`src/rtl/alu_issue_seq.sv`:
```
// rtl/alu_issue_seq.sv - issue/writeback sequencer around a 16-bit combinational ALU
//
// Purpose: accepts one instruction at a time over a valid/ready handshake, drives
// registered operands/opcode to an external combinational ALU, and writes the ALU
// result (or a latched immediate for opc 111) back to a small register file.
//
// Ports:
//   clk, rst            clock (rising edge), synchronous active-high reset
//   in_valid, in_ready  instruction handshake
//   instr               {opc[2:0], rd, ra, rb, inc}, MSB first
//   ld_data             immediate for opc 111, sampled with instr
//   alu_a/b/opc/inc     registered ALU inputs
//   alu_w/zer/neg       ALU result and flags
//   done                one-cycle retire pulse
//   res/flag_z/flag_n   value and flags of the last retired instruction
//   dbg_addr/dbg_data   combinational register-file read port
//   icount              retired-instruction counter (only with ALU_ISSUE_SEQ_ICOUNT_EN)
//
// Optional feature macro: ALU_ISSUE_SEQ_ICOUNT_EN
module alu_issue_seq #(
    parameter int DW     = 16,
    parameter int REG_AW = 2
) (
`ifdef ALU_ISSUE_SEQ_ICOUNT_EN
    output logic [15:0]             icount,
`endif
    input  logic                    clk,
    input  logic                    rst,
    input  logic                    in_valid,
    output logic                    in_ready,
    input  logic [3+3*REG_AW:0]     instr,
    input  logic [DW-1:0]           ld_data,
    output logic [DW-1:0]           alu_a,
    output logic [DW-1:0]           alu_b,
    output logic [2:0]              alu_opc,
    output logic                    alu_inc,
    input  logic [DW-1:0]           alu_w,
    input  logic                    alu_zer,
    input  logic                    alu_neg,
    output logic                    done,
    output logic [DW-1:0]           res,
    output logic                    flag_z,
    output logic                    flag_n,
    input  logic [REG_AW-1:0]       dbg_addr,
    output logic [DW-1:0]           dbg_data
);

    localparam int IW   = 3 + 3*REG_AW + 1;
    localparam int NREG = 2**REG_AW;
    localparam logic [2:0] OPC_LOAD = 3'b111;

    typedef enum logic {IDLE, EXEC} state_t;

    state_t              state;
    logic [DW-1:0]       regs [NREG];
    logic [REG_AW-1:0]   rd_q;
    logic [DW-1:0]       ld_q;

    logic [2:0]          dec_opc;
    logic [REG_AW-1:0]   dec_rd;
    logic [REG_AW-1:0]   dec_ra;
    logic [REG_AW-1:0]   dec_rb;
    logic                dec_inc;

    logic [DW-1:0]       wb_data;
    logic                wb_z;
    logic                wb_n;

    assign dec_opc  = instr[IW-1 -: 3];
    assign dec_rd   = instr[3*REG_AW -: REG_AW];
    assign dec_ra   = instr[2*REG_AW -: REG_AW];
    assign dec_rb   = instr[REG_AW -: REG_AW];
    assign dec_inc  = instr[0];

    assign in_ready = (state == IDLE);
    assign dbg_data = regs[dbg_addr];

    // The latched opcode doubles as the LOAD selector: for LOAD the ALU output
    // is ignored and flags are derived from the immediate itself.
    always_comb begin
        wb_data = alu_w;
        wb_z    = alu_zer;
        wb_n    = alu_neg;
        if (alu_opc == OPC_LOAD) begin
            wb_data = ld_q;
            wb_z    = (ld_q == '0);
            wb_n    = ld_q[DW-1];
        end
    end

    always_ff @(posedge clk) begin
        if (rst) begin
            state   <= IDLE;
            for (int i = 0; i < NREG; i++) regs[i] <= '0;
            rd_q    <= '0;
            ld_q    <= '0;
            alu_a   <= '0;
            alu_b   <= '0;
            alu_opc <= 3'b000;
            alu_inc <= 1'b0;
            done    <= 1'b0;
            res     <= '0;
            flag_z  <= 1'b0;
            flag_n  <= 1'b0;
`ifdef ALU_ISSUE_SEQ_ICOUNT_EN
            icount  <= 16'h0000;
`endif
        end else begin
            done <= 1'b0;
            case (state)
                IDLE: begin
                    if (in_valid) begin
                        // Operands are read here, before any write of this
                        // instruction, so rd may alias ra/rb.
                        alu_a   <= regs[dec_ra];
                        alu_b   <= regs[dec_rb];
                        alu_opc <= dec_opc;
                        alu_inc <= dec_inc;
                        rd_q    <= dec_rd;
                        ld_q    <= ld_data;
                        state   <= EXEC;
                    end
                end
                EXEC: begin
                    regs[rd_q] <= wb_data;
                    res        <= wb_data;
                    flag_z     <= wb_z;
                    flag_n     <= wb_n;
                    done       <= 1'b1;
`ifdef ALU_ISSUE_SEQ_ICOUNT_EN
                    icount     <= icount + 16'h0001;
`endif
                    state      <= IDLE;
                end
                default: state <= IDLE;
            endcase
        end
    end

endmodule
```
`config.mk`:
```
export PLATFORM = sky130hd
export DESIGN_NAME = alu_issue_seq
export DESIGN_NICKNAME = d
export VERILOG_FILES = /design/src/rtl/alu_issue_seq.sv
export SDC_FILE = /design/constraint.sdc
export NUM_CORES = 1
export LEC_CHECK = 0
export CAP_MARGIN = 10
export CELL_PAD_IN_SITES_DETAIL_PLACEMENT = 0
export CELL_PAD_IN_SITES_GLOBAL_PLACEMENT = 1
export CORE_MARGIN = 2
export CORE_UTILIZATION = 40
export DETAILED_ROUTE_END_ITERATION = 12
export PLACE_DENSITY_LB_ADDON = 0.1
export SYNTH_ARGS = -nofsm -noshare
export SYNTH_HDL_FRONTEND = slang
export SYNTH_SLANG_ARGS = --single-unit
```
`constraint.sdc`:
```
create_clock -name clk -period 4.3 [get_ports clk]
set_input_delay 0.86 -clock clk [delete_from_list [all_inputs] [get_ports clk]]
set_output_delay 0.86 -clock clk [all_outputs]
set_load 0.02 [all_outputs]
```
==> results of run 1 <==
==> cells in the final DEF (no fill, tap or decap), types with 15 or more instances in the layout <==
| master | Yosys | routed |
|---|---|---|
| mux4_2 | 48 | 48 |
| nor2_1 | 83 | 83 |
| clkdlybuf4s50_1 | 0 | 119 |
| dfxtp_1 | 74 | 74 |
| nand2_1 | 110 | 110 |
| edfxtp_1 | 64 | 64 |
| clkbuf_16 | 0 | 17 |
| mux2i_1 | 15 | 15 |
| a211oi_1 | 17 | 17 |
| a21oi_1 | 55 | 55 |
==> metal layers <==
metal | up-vias | wire length (um)
li1 | 2126 | -
met1 | 2135 | 6640
met2 | 153 | 7490
met3 | 17 | 1360
met4 | 0 | 213
met5 | - | 0
==> logic make-up (layout without fill, tap and decap cells) <==
family / count (synthesis) / count (layout) / synth area share [%]
other cells: 0 / 1 / 0
buf+inv: 47 / 164 / 3.53
mux: 63 / 63 / 20.1
simple gates: 209 / 209 / 13.6
compound gates: 78 / 78 / 7.27
flops: 138 / 138 / 55.5
==> area by class of cell <==
type	count	area [um2]	share of cell area (%)
Antenna cell	1	2.50	0.0312
Clock buffer	23	468	5.83
Inverter	3	11.3	0.140
Multi-Input combinational cell	350	2520	31.4
Timing Repair Buffer	129	1260	15.8
Tap cell	188	235	2.93
Clock inverter	9	120	1.50
Sequential cell	138	3400	42.4
==> flip-flops by register name, summed over array words and instances, names as in the netlist <==
name / cells
regs: 64
alu_a: 16
alu_b: 16
ld_q: 16
res: 16
alu_opc: 3
rd_q: 2
alu_inc: 1
done: 1
flag_n: 1
flag_z: 1
state: 1
==> per-stage QoR <==
step                      hold slack, ns  std cells  setup slack [ns]  util, %
final                              0.451        841             0.687     53.2
after global routing               0.475        840             0.602     53.1
after CTS                          0.456        840             0.669     53.1
after detailed placement           0.448        808             0.669     49.2
after global placement             0.445        808             0.683     49.2
after floorplan                    0.440        535              1.45        -
==> where the power goes <==
group | switching [mW] | internal [mW] | leakage [nW]
clock network | 0.527 | 0.934 | 0.286
logic | 0.229 | 0.222 | 1.41
registers | 0.0492 | 1.45 | 1.27
==> how the worst min path moves through the flow <==
stage               cells past startpoint  startpoint   endpoint
CTS                                     2   alu_a[11]  alu_a[11]
floorplan                               2    ld_q[15]   ld_q[15]
global placement                        2    alu_b[0]   alu_b[0]
detailed placement                      2   alu_a[11]  alu_a[11]
global route                            2    alu_b[2]   alu_b[2]
finish                                  2    alu_b[7]   alu_b[7]
==> worst max-delay path: stages <==
cell and delay, ns:
clkdlybuf4s50_1 0.45, buf_4 0.31, mux4_2 0.56, clkdlybuf4s50_1 0.55
==> run_results.csv, run 1 <==
group,metric,value,unit
drt,wirelength,15.7,mm
die,die_y,128,um
die,core_region_area,15100,um2
die,fp.dieW,128,um
layout,nFillCells,1342,
drt,first_pass_iters,5,
layout,area_growth,30.9,%
layout,nets,688,
clock_tree,cts_buffers,17,
clock_tree,clk_pin_slew,0.05,ns
logic_synthesis,yosysWarnings,0,
logic_synthesis,synth_top_area_share,31.4,%
critical_path,crit_path_end,"dbg_data[9]",
logic_synthesis,yosysMostFrequentCell,"nand2_1",
critical_path,reg2reg_depth,3,
clock_tree,post_cts_buffers,0,
global_routing,grt_max_degree,56,
drt,ant_nets,0,
critical_path,worstSetupPathType,"in2out",
clock_tree,clock_sinks,138,
logic_synthesis,ys_types,27,
placed_design,place_congestion,0.794,
critical_path,worstSetupStartpoint,"dbg_addr[0]",
clock_tree,h-tree-depth,4,
logic_synthesis,netlist_instances,535,
clock_tree,insertion_delay,0.42,ns
sta,slew_headroom,20.6,%
logic_synthesis,ys_seq_area_share,55.5,%
clock_tree,cts_buffer_depth,2,
drt,vias,4431,
sta,slew_viol_final,0,
global_routing,grt_busiest_layer,"met2",
power,power_leakage,2.96,nW
global_routing,grt_pass1_vias,4528,
global_routing,grt_usage,20.4,%
logic_synthesis,synth_edf_count,64,
logic_synthesis,syn_area_per_cell,11.5,um2
die,initial_core_util,40.6,%
placed_design,port_buffers,120,
status,outcome,"finished, final reports clean",
critical_path,crit_fanout,16,
sta,rsz0062_at_grt,"false",
sta,tightest_slew,1.19,ns
global_routing,grtUsageMet3,6.39,%
min_path,min_path_type,"reg2reg",
sta,max_freq,277,MHz
sta,fin_crit_sh,84.0,%
power,ir_drop,0.286,mV
critical_path,rr_startpoint,"alu_opc[2]",
logic_synthesis,synth_area,6130,um2
clock_tree,postCtsHoldBufs,0,
global_routing,use_met2,33.1,%
logic_synthesis,synth-main-ff-cell,"dfxtp_1",
global_routing,antenna_found_initial,1,
power,total_power,3.41,mW
logic_synthesis,synth_common_cells,"110 x nand2_1, 83 x nor2_1, 74 x dfxtp_1",
power,power_density,425,nW/um2
drt,via_per_inst,5.27,
critical_path,cp-start-kind,"input pin",
logic_synthesis,synthTopCellsByArea,"edfxtp_1 31%, dfxtp_1 24%, mux4_2 18%, nand2_1 6.7%, nor2_1 5.1%",
logic_synthesis,yosys.area.top_type,"edfxtp_1",
critical_path,cp.required,3.44,ns
global_routing,grt.overflow.total,0,
drt,wl_per_cell,18.7,um
sta,hold_viol,0,
critical_path,timing.rr.end,"regs[0][5]",
die,fp.dieArea,16300,um2
clock_tree,cts_resized,0,
layout,finalInstanceArea,8020,um2
sta,finalSetupTns,0,ns
run,drv_cap,0,
global_routing,grt_pass1_wl,24.8,mm
placed_design,placed_area,7430,um2
drt,drc,0,
critical_path,rrSetupSlack,1.86,ns
layout,drive_above_1_share,13.3,%
clock_tree,cts_root_buf,"clkbuf_16",
die,ios,121,
logic_synthesis,syn_nets,584,
clock_tree,cts_tree,"built",
placed_design,dp_hpwl,10.7,mm
sta,clock_skew,0.00806,ns
logic_synthesis,synth-seq-cells,138,
critical_path,critPathCaptureType,"primary output",
sta,setup_viol,0,
logic_synthesis,async_flop_share,0,%
critical_path,crit_arrival,2.75,ns
die,rows,45,
sta,period_minus_slack,3.61,ns
global_routing,grt_use_met1,25.9,%
drt,drtIter0Drc,234,
No activity file was read; power rests on OpenSTA's default activity.
==> inputs of run 2 (changes only) <==
--- a/config.mk
+++ b/config.mk
@@ -9,7 +9,7 @@
 export CELL_PAD_IN_SITES_DETAIL_PLACEMENT = 0
 export CELL_PAD_IN_SITES_GLOBAL_PLACEMENT = 1
 export CORE_MARGIN = 2
-export CORE_UTILIZATION = 40
+export CORE_UTILIZATION = 37
 export DETAILED_ROUTE_END_ITERATION = 12
 export PLACE_DENSITY_LB_ADDON = 0.1
 export SYNTH_ARGS = -nofsm -noshare
==> constraint.sdc (replaced) <==
create_clock -name clk -period 3 [get_ports clk]
set_input_delay 0.6 -clock clk [delete_from_list [all_inputs] [get_ports clk]]
set_output_delay 0.6 -clock clk [all_outputs]
set_load 0.02 [all_outputs]
==> run_results.csv, run 2 (synthesized netlist as in run 1, its figures left out) <==
group,metric,value,unit
clock_tree,h-tree-depth,4,
critical_path,critPathCaptureType,"primary output",
layout,mostFrequentLayoutCells,"110 x nand2_1, 104 x clkdlybuf4s50_1, 83 x nor2_1",
power,power_leakage,3.15,nW
critical_path,rr_startpoint,"state",
sta,period_minus_slack,2.96,ns
drt,m1WireLength,6.83,mm
run,drv_cap,0,
drt,first_pass_iters,5,
critical_path,cp-start-kind,"input pin",
layout,final_common_cell,"nand2_1",
sta,clock_skew,0.00825,ns
sta,fin_crit_sh,98.6,%
min_path,whs_path_depth,2,
min_path,hold_end,"alu_b[3]",
layout,fin_util,49.5,%
power,power_density,569,nW/um2
critical_path,cp.required,2.40,ns
clock_tree,clock_sinks,138,
die,rows,47,
clock_tree,cts_resized,2,
placed_design,placed_area,7580,um2
global_routing,grt_usage,19.0,%
clock_tree,clk_pin_slew,0.05,ns
layout,n_antenna_cell,0,
clock_tree,cts_buffers,17,
sta,slew_headroom,43.1,%
sta,tightest_slew,0.851,ns
drt,vias,4456,
critical_path,reg2reg_depth,3,
clock_tree,cts_buffer_depth,2,
layout,drive_above_1_share,14.4,%
die,initial_core_util,37.3,%
placed_design,place_congestion,0.826,
global_routing,grt_max_degree,71,
drt,wl_per_cell,18.0,um
global_routing,grt_pass1_vias,4600,
drt,wl_met2,7.93,mm
power,total_power,4.62,mW
layout,finalInstanceArea,8120,um2
global_routing,grt_pass1_wl,25.2,mm
layout,area_growth,32.5,%
layout,top_register,"regs",
drt,wirelength,15.8,mm
sta,fin_hold_ws,0.451,ns
sta,setup_viol,0,
layout,nets,696,
drt,ant_nets,0,
drt,drc,0,
min_path,min_path_type,"reg2reg",
placed_design,port_buffers,120,
critical_path,crit_arrival,2.36,ns
global_routing,grt.overflow.total,0,
die,ios,121,
clock_tree,insertion_delay,0.42,ns
clock_tree,postCtsHoldBufs,0,
sta,slew_viol_final,0,
die,core_region_area,16400,um2
clock_tree,cts_tree,"built",
critical_path,worstSetupPathType,"in2out",
drt,drtIter0Drc,256,
sta,rsz0062_at_grt,"false",
critical_path,timing.rr.end,"regs[3][11]",
placed_design,dpl.cell_count,848,
drt,routed-wl-met3,893,um
drt,highest_layer,"met5",
placed_design,dp_hpwl,10.9,mm
power,ir_drop,0.400,mV
sta,max_freq,338,MHz
sta,hold_viol,0,
min_path,hold_start,"alu_b[3]",
die,die_y,133,um
die,fp.dieArea,17600,um2
die,fp.dieW,133,um
clock_tree,cts_root_buf,"clkbuf_16",
global_routing,antenna_found_initial,1,
drt,via_per_inst,5.06,
layout,layout.cells.non_filler,880,
status,outcome,"finished, final reports clean",
critical_path,rrSetupSlack,0.96,ns
clock_tree,post_cts_buffers,0,
layout,largest_register_ffs,64,
critical_path,crit_fanout,16,
[run 2: metal layers]
metal / vias up / track usage, %
met1: 2133 / 23.7
met2: 165 / 32.8
met3: 16 / 4.18
met5: - / 0
li1: 2140 / -
met4: 2 / 6.21
[run 2: worst max-delay path by stage]
stage           startpoint  depth (start not counted)  slack, ns           end
6_report       dbg_addr[0]                          4       0.04   dbg_data[1]
5_1_grt        dbg_addr[0]                          4      0.002   dbg_data[1]
4_1_cts        dbg_addr[0]                          4      0.007  dbg_data[13]
3_5_place_dp   dbg_addr[0]                          4     -0.008  dbg_data[12]
3_3_place_gp   dbg_addr[0]                          4       0.01   dbg_data[8]
2_1_floorplan  dbg_addr[0]                          3       0.67  dbg_data[10]
[run 2: worst max-delay path: stages]
cell	delay [ns]
clkdlybuf4s50_1	0.50
buf_12	0.19
mux4_2	0.51
clkdlybuf4s50_1	0.55
[run 2: power by group]
group	switching (mW)	internal (mW)	total, mW
registers	0.0731	2.08	2.15
clock network	0.748	1.06	1.81
logic	0.327	0.327	0.654
total	1.15	3.47	4.62
[run 2: cell type report]
class                           count  area [um2]
Fill cell                        1492        8290
Sequential cell                   138        3400
Multi-Input combinational cell    350        2520
Timing Repair Buffer              137        1400
Clock buffer                       23         458
Tap cell                          220         275
Clock inverter                      9        50.0
Inverter                            3        11.3
[run 2: through the flow]
| stage | TNS, ns | worst slack [ns] |
|---|---|---|
| 2_1_floorplan | 0 | 0.672 |
| 3_3_place_gp | 0 | 0.0103 |
| 3_5_place_dp | -0.00808 | -0.00772 |
| 4_1_cts | 0 | 0.00743 |
| 5_1_grt | 0 | 0.00156 |
| 6_report | 0 | 0.0411 |
==> inputs of run 3 (changes only) <==
--- a/config.mk
+++ b/config.mk
@@ -5,7 +5,6 @@
 export SDC_FILE = /design/constraint.sdc
 export NUM_CORES = 1
 export LEC_CHECK = 0
-export CAP_MARGIN = 10
 export CELL_PAD_IN_SITES_DETAIL_PLACEMENT = 0
 export CELL_PAD_IN_SITES_GLOBAL_PLACEMENT = 1
 export CORE_MARGIN = 2
==> results of run 3 <==
Same layout as run 2: the final DEF is identical, and so are final timing and power.
